$ cat config.mk
export PLATFORM = sky130hd
export DESIGN_NAME = user_data_dump
export DESIGN_NICKNAME = d
export VERILOG_FILES = /design/src/rtl/i281_dump_pkg.sv /design/src/rtl/user_data_dump.sv
export SDC_FILE = /design/constraint.sdc
export NUM_CORES = 1
export LEC_CHECK = 0
export ABC_AREA = 0
export CAP_MARGIN = 30
export CELL_PAD_IN_SITES_DETAIL_PLACEMENT = 1
export CELL_PAD_IN_SITES_GLOBAL_PLACEMENT = 1
export CORE_ASPECT_RATIO = 1.4
export CORE_MARGIN = 10
export CORE_UTILIZATION = 30
export CTS_CLUSTER_DIAMETER = 60
export DETAILED_ROUTE_END_ITERATION = 6
export PLACE_DENSITY_LB_ADDON = 0.1
export SETUP_SLACK_MARGIN = 0.05
export SLEW_MARGIN = 20
export SYNTH_ARGS = -nofsm -noshare
export SYNTH_HDL_FRONTEND = slang
export SYNTH_SLANG_ARGS = --single-unit
$ cat constraint.sdc
create_clock -name clk -period 2.2 [get_ports clk]
set_input_delay 0.66 -clock clk [delete_from_list [all_inputs] [get_ports clk]]
set_output_delay 0.66 -clock clk [all_outputs]
set_load 0.05 [all_outputs]
$ cat src/rtl/i281_dump_pkg.sv
// rtl/i281_dump_pkg.sv - shared types and sizes for the i281 data-memory dump/preset blocks
package i281_dump_pkg;

    localparam int DUMP_DEPTH = 16;
    localparam int DUMP_WIDTH = 8;

    typedef enum logic [2:0] {
        S_IDLE    = 3'd0,
        S_READ    = 3'd1,
        S_CAPTURE = 3'd2,
        S_SEND    = 3'd3,
        S_DONE    = 3'd4
    } dump_state_t;

endpackage

$ cat src/rtl/user_data_dump.sv
// rtl/user_data_dump.sv - walks the i281 data memory and streams each byte out with a running checksum
module user_data_dump
    import i281_dump_pkg::*;
#(
    parameter int DEPTH  = DUMP_DEPTH,
    parameter int WIDTH  = DUMP_WIDTH,
    parameter int ADDR_W = $clog2(DEPTH)
) (
    input  logic              clk,
    input  logic              rst,
    input  logic              start,
    output logic              busy,
    output logic              mem_rd_en,
    output logic [ADDR_W-1:0] mem_addr,
    input  logic [WIDTH-1:0]  mem_rd_data,
    output logic              out_valid,
    input  logic              out_ready,
    output logic [WIDTH-1:0]  out_data,
    output logic [ADDR_W-1:0] out_index,
    output logic              out_last,
    output logic              done,
    output logic [WIDTH-1:0]  checksum
);

    localparam logic [ADDR_W-1:0] LAST_IDX = ADDR_W'(DEPTH - 1);

    dump_state_t       state;
    logic [ADDR_W-1:0] idx;

    // Read strobe is a pure decode of registered state, so no input reaches it combinationally.
    assign mem_rd_en = (state == S_READ);
    assign mem_addr  = idx;

    always_ff @(posedge clk or posedge rst) begin
        if (rst) begin
            state     <= S_IDLE;
            idx       <= '0;
            busy      <= 1'b0;
            out_valid <= 1'b0;
            out_data  <= '0;
            out_index <= '0;
            out_last  <= 1'b0;
            done      <= 1'b0;
            checksum  <= '0;
        end else begin
            done <= 1'b0;
            case (state)
                S_IDLE: begin
                    idx <= '0;
                    if (start) begin
                        state    <= S_READ;
                        checksum <= '0;
                        busy     <= 1'b1;
                    end
                end
                S_READ: begin
                    state <= S_CAPTURE;
                end
                S_CAPTURE: begin
                    out_data  <= mem_rd_data;
                    out_index <= idx;
                    out_last  <= (idx == LAST_IDX);
                    out_valid <= 1'b1;
                    state     <= S_SEND;
                end
                S_SEND: begin
                    // Without a handshake everything holds, which keeps out_* stable through stalls.
                    if (out_ready) begin
                        out_valid <= 1'b0;
                        out_last  <= 1'b0;
                        checksum  <= checksum + out_data;
                        if (idx == LAST_IDX) begin
                            state <= S_DONE;
                            done  <= 1'b1;
                            busy  <= 1'b0;
                        end else begin
                            idx   <= idx + 1'b1;
                            state <= S_READ;
                        end
                    end
                end
                S_DONE: begin
                    state <= S_IDLE;
                end
                default: begin
                    state <= S_IDLE;
                end
            endcase
        end
    end

endmodule

==> results.json <==
{
  "run_status": "finished clean",
  "slowest_delay_ns": 0.81,
  "synth_edf_count": 0,
  "syn_area_um2": 1640,
  "crit_family": "buffers and inverters",
  "fin_area_um2": 2190,
  "yosysWarnings": 0,
  "grt-ovfl-total": 0,
  "clockBufferDepth": 2,
  "avgViaCountPerCell": 5.08,
  "htreeDepth": 2,
  "cts_resized": 0,
  "grt_pass1_vias": 1479,
  "grt_antenna_before_repair": 0,
  "grt_max_degree": 32,
  "num_io_pins": 41,
  "finalCritPeriodShare_pct": 94.9,
  "worst-path-buf-inv": 1,
  "dr.pass1.iters": 2,
  "postCtsHoldBufs": 0,
  "fill_cells": 598,
  "postRouteAntennaNets": 0,
  "fin_nets": 221,
  "numCtsBuffers": 5,
  "cp.required_ns": 1.54,
  "synth_fp_nets": 170,
  "rows": 31,
  "hpwl_um": 3530,
  "drc": 0,
  "wirelength_um": 4490,
  "async_flop_share_pct": 100,
  "tightestPinTransition_ns": 0.508,
  "place_congestion": 0.803,
  "synth_cells": 149,
  "drt_iter0_markers": 38,
  "fin_crit_ns": 2.09,
  "dieArea_um2": 8860,
  "core_area_um2": 5240,
  "cts_root_buf": "clkbuf_8",
  "place_area_um2": 2110,
  "clock_latency_ns": 0.28,
  "portBuffers": 40,
  "cp-start-kind": "flip-flop",
  "synth.avg_cell_area_um2": 11.0,
  "crit_chain": "clkdlybuf4s50_1",
  "skew_ns": 0.00575,
  "areaGrowthSynthToFinish_pct": 33.6,
  "max_freq_ghz": 0.479,
  "start_util_pct": 31.3,
  "finalSetupViolCount": 0,
  "end_kind": "primary output",
  "cap_violations": 0,
  "regArea_um2": 776,
  "yosysSeqAreaShare_pct": 47.4,
  "multiInputGateArea_um2": 821,
  "layout-drive-gt1-share_pct": 30.7,
  "fp.dieH_um": 107,
  "finalMaxSlewViolations": 0,
  "cp_slowest_cell": "clkdlybuf4s50_1",
  "vias": 1345,
  "grtUsageTotal_pct": 10.8,
  "rsz0062_at_grt": "no",
  "slew_headroom_pct": 66.1,
  "ys_ff_latch": 31,
  "die_w_um": 82.4,
  "hold_violations": 0,
  "antenna_cells": 0,
  "ys.flop_type": "dfrtp_1",
  "worstSetupPathType": "reg2out",
  "grt_pass1_wl_um": 7360,
  "postCtsSetupBuffers": 0,
  "critPathMaxFanout": 2,
  "wl_per_cell_um": 16.9,
  "hold_path_class": "reg2reg",
  "clock_sinks": 31,
  "critical_path_arrival_ns": 1.43,
  "ys_types": 39,
  "path_clk_slew_ns": 0.06,
  "final_common_cell": "buf_4",
  "mostFrequentLayoutCells": "buf_4, dfrtp_1, nand2_1, mux2_2, clkdlybuf4s50_1",
  "cts_tree": "built",
  "fin_setup_tns_ns": 0
}
stage by stage:
| step | std cells | hold WS (ns) | setup slack [ns] | utilization [%] |
|---|---|---|---|---|
| after floorplan | 149 | 0.585 | 0.120 | - |
| after global placement | 259 | 0.464 | 0.0387 | 40.4 |
| after detailed placement | 259 | 0.488 | 0.0108 | 40.4 |
| after CTS | 265 | 0.503 | 0.0869 | 41.7 |
| after global routing | 265 | 0.518 | 0.0514 | 41.8 |
| final | 265 | 0.492 | 0.113 | 41.8 |
logic make-up after synthesis:
family	Yosys count	synth area share, %
AO/OA/AOI/OAI	39	15.7
AND/OR/NAND/NOR	43	15.1
flip-flops	31	47.4
multiplexers	14	9.55
adder cells (fa/ha/maj)	9	7.33
XOR/XNOR	4	2.14
buffers and inverters	9	2.83
synth_stat cells (3+ instances only):
cell      count  area share [%]
dfrtp_1      31              47
nand2_1      18             4.1
mux2_2       13             8.9
ha_1          8             6.1
o21ai_1       8             2.4
a21oi_1       7             2.1
nor2_1        7             1.6
o21ai_0       7             2.1
buf_2         4             1.2
o21bai_1      4             1.8
a31oi_1       3             1.1
inv_1         3            0.69
nor3_1        3            0.92
xnor2_1       3             1.6
state kept, by name, summed over array words and instances (netlist names):
register   flops
state          3
out_data       8
busy           1
checksum       8
out_valid      1
out_last       1
mem_addr       4
out_index      4
done           1
worst register-to-register path, cell delays in order, from the launching register on:
cell and delay (ns):
dfrtp_1 0.40, ha_1 0.25, fa_1 0.42, a21oi_1 0.26, o21ai_0 0.15, a21oi_1 0.19, xor2_1 0.16, o21ai_1 0.07
cell type report:
type / count / area share, %
inverter: 3 / 0.515
clock buffer: 6 / 3.32
tap: 66 / 3.77
sequential: 31 / 35.4
timing repair buffer: 50 / 19.4
multi-input combinational: 109 / 37.5
path summary, 6_finish.rpt:
path                         startpoint            to  slack [ns]  depth (start not counted)
hold / removal                out_valid     out_valid        0.49                          1
setup reg to reg            out_data[0]   checksum[6]        0.18                          7
min in group asynchronous           rst   out_data[2]        0.78                          3
hold reg to reg               out_valid     out_valid        0.49                          1
setup / recovery           out_index[3]  out_index[3]        0.11                          1
max in group asynchronous           rst          busy        1.10                          3
metal layers:
metal  wire [µm]  part of all wire [%]  global-route usage (%)
met2        2490                    56                    19.7
met1        1710                    38                    10.8
met5           0                     0                       0
met4          67                   1.5                    4.02
met3         220                   4.9                    3.60
Power is not shown: default switching activity piles up to over one toggle a cycle in this logic, so the estimate is an artifact.
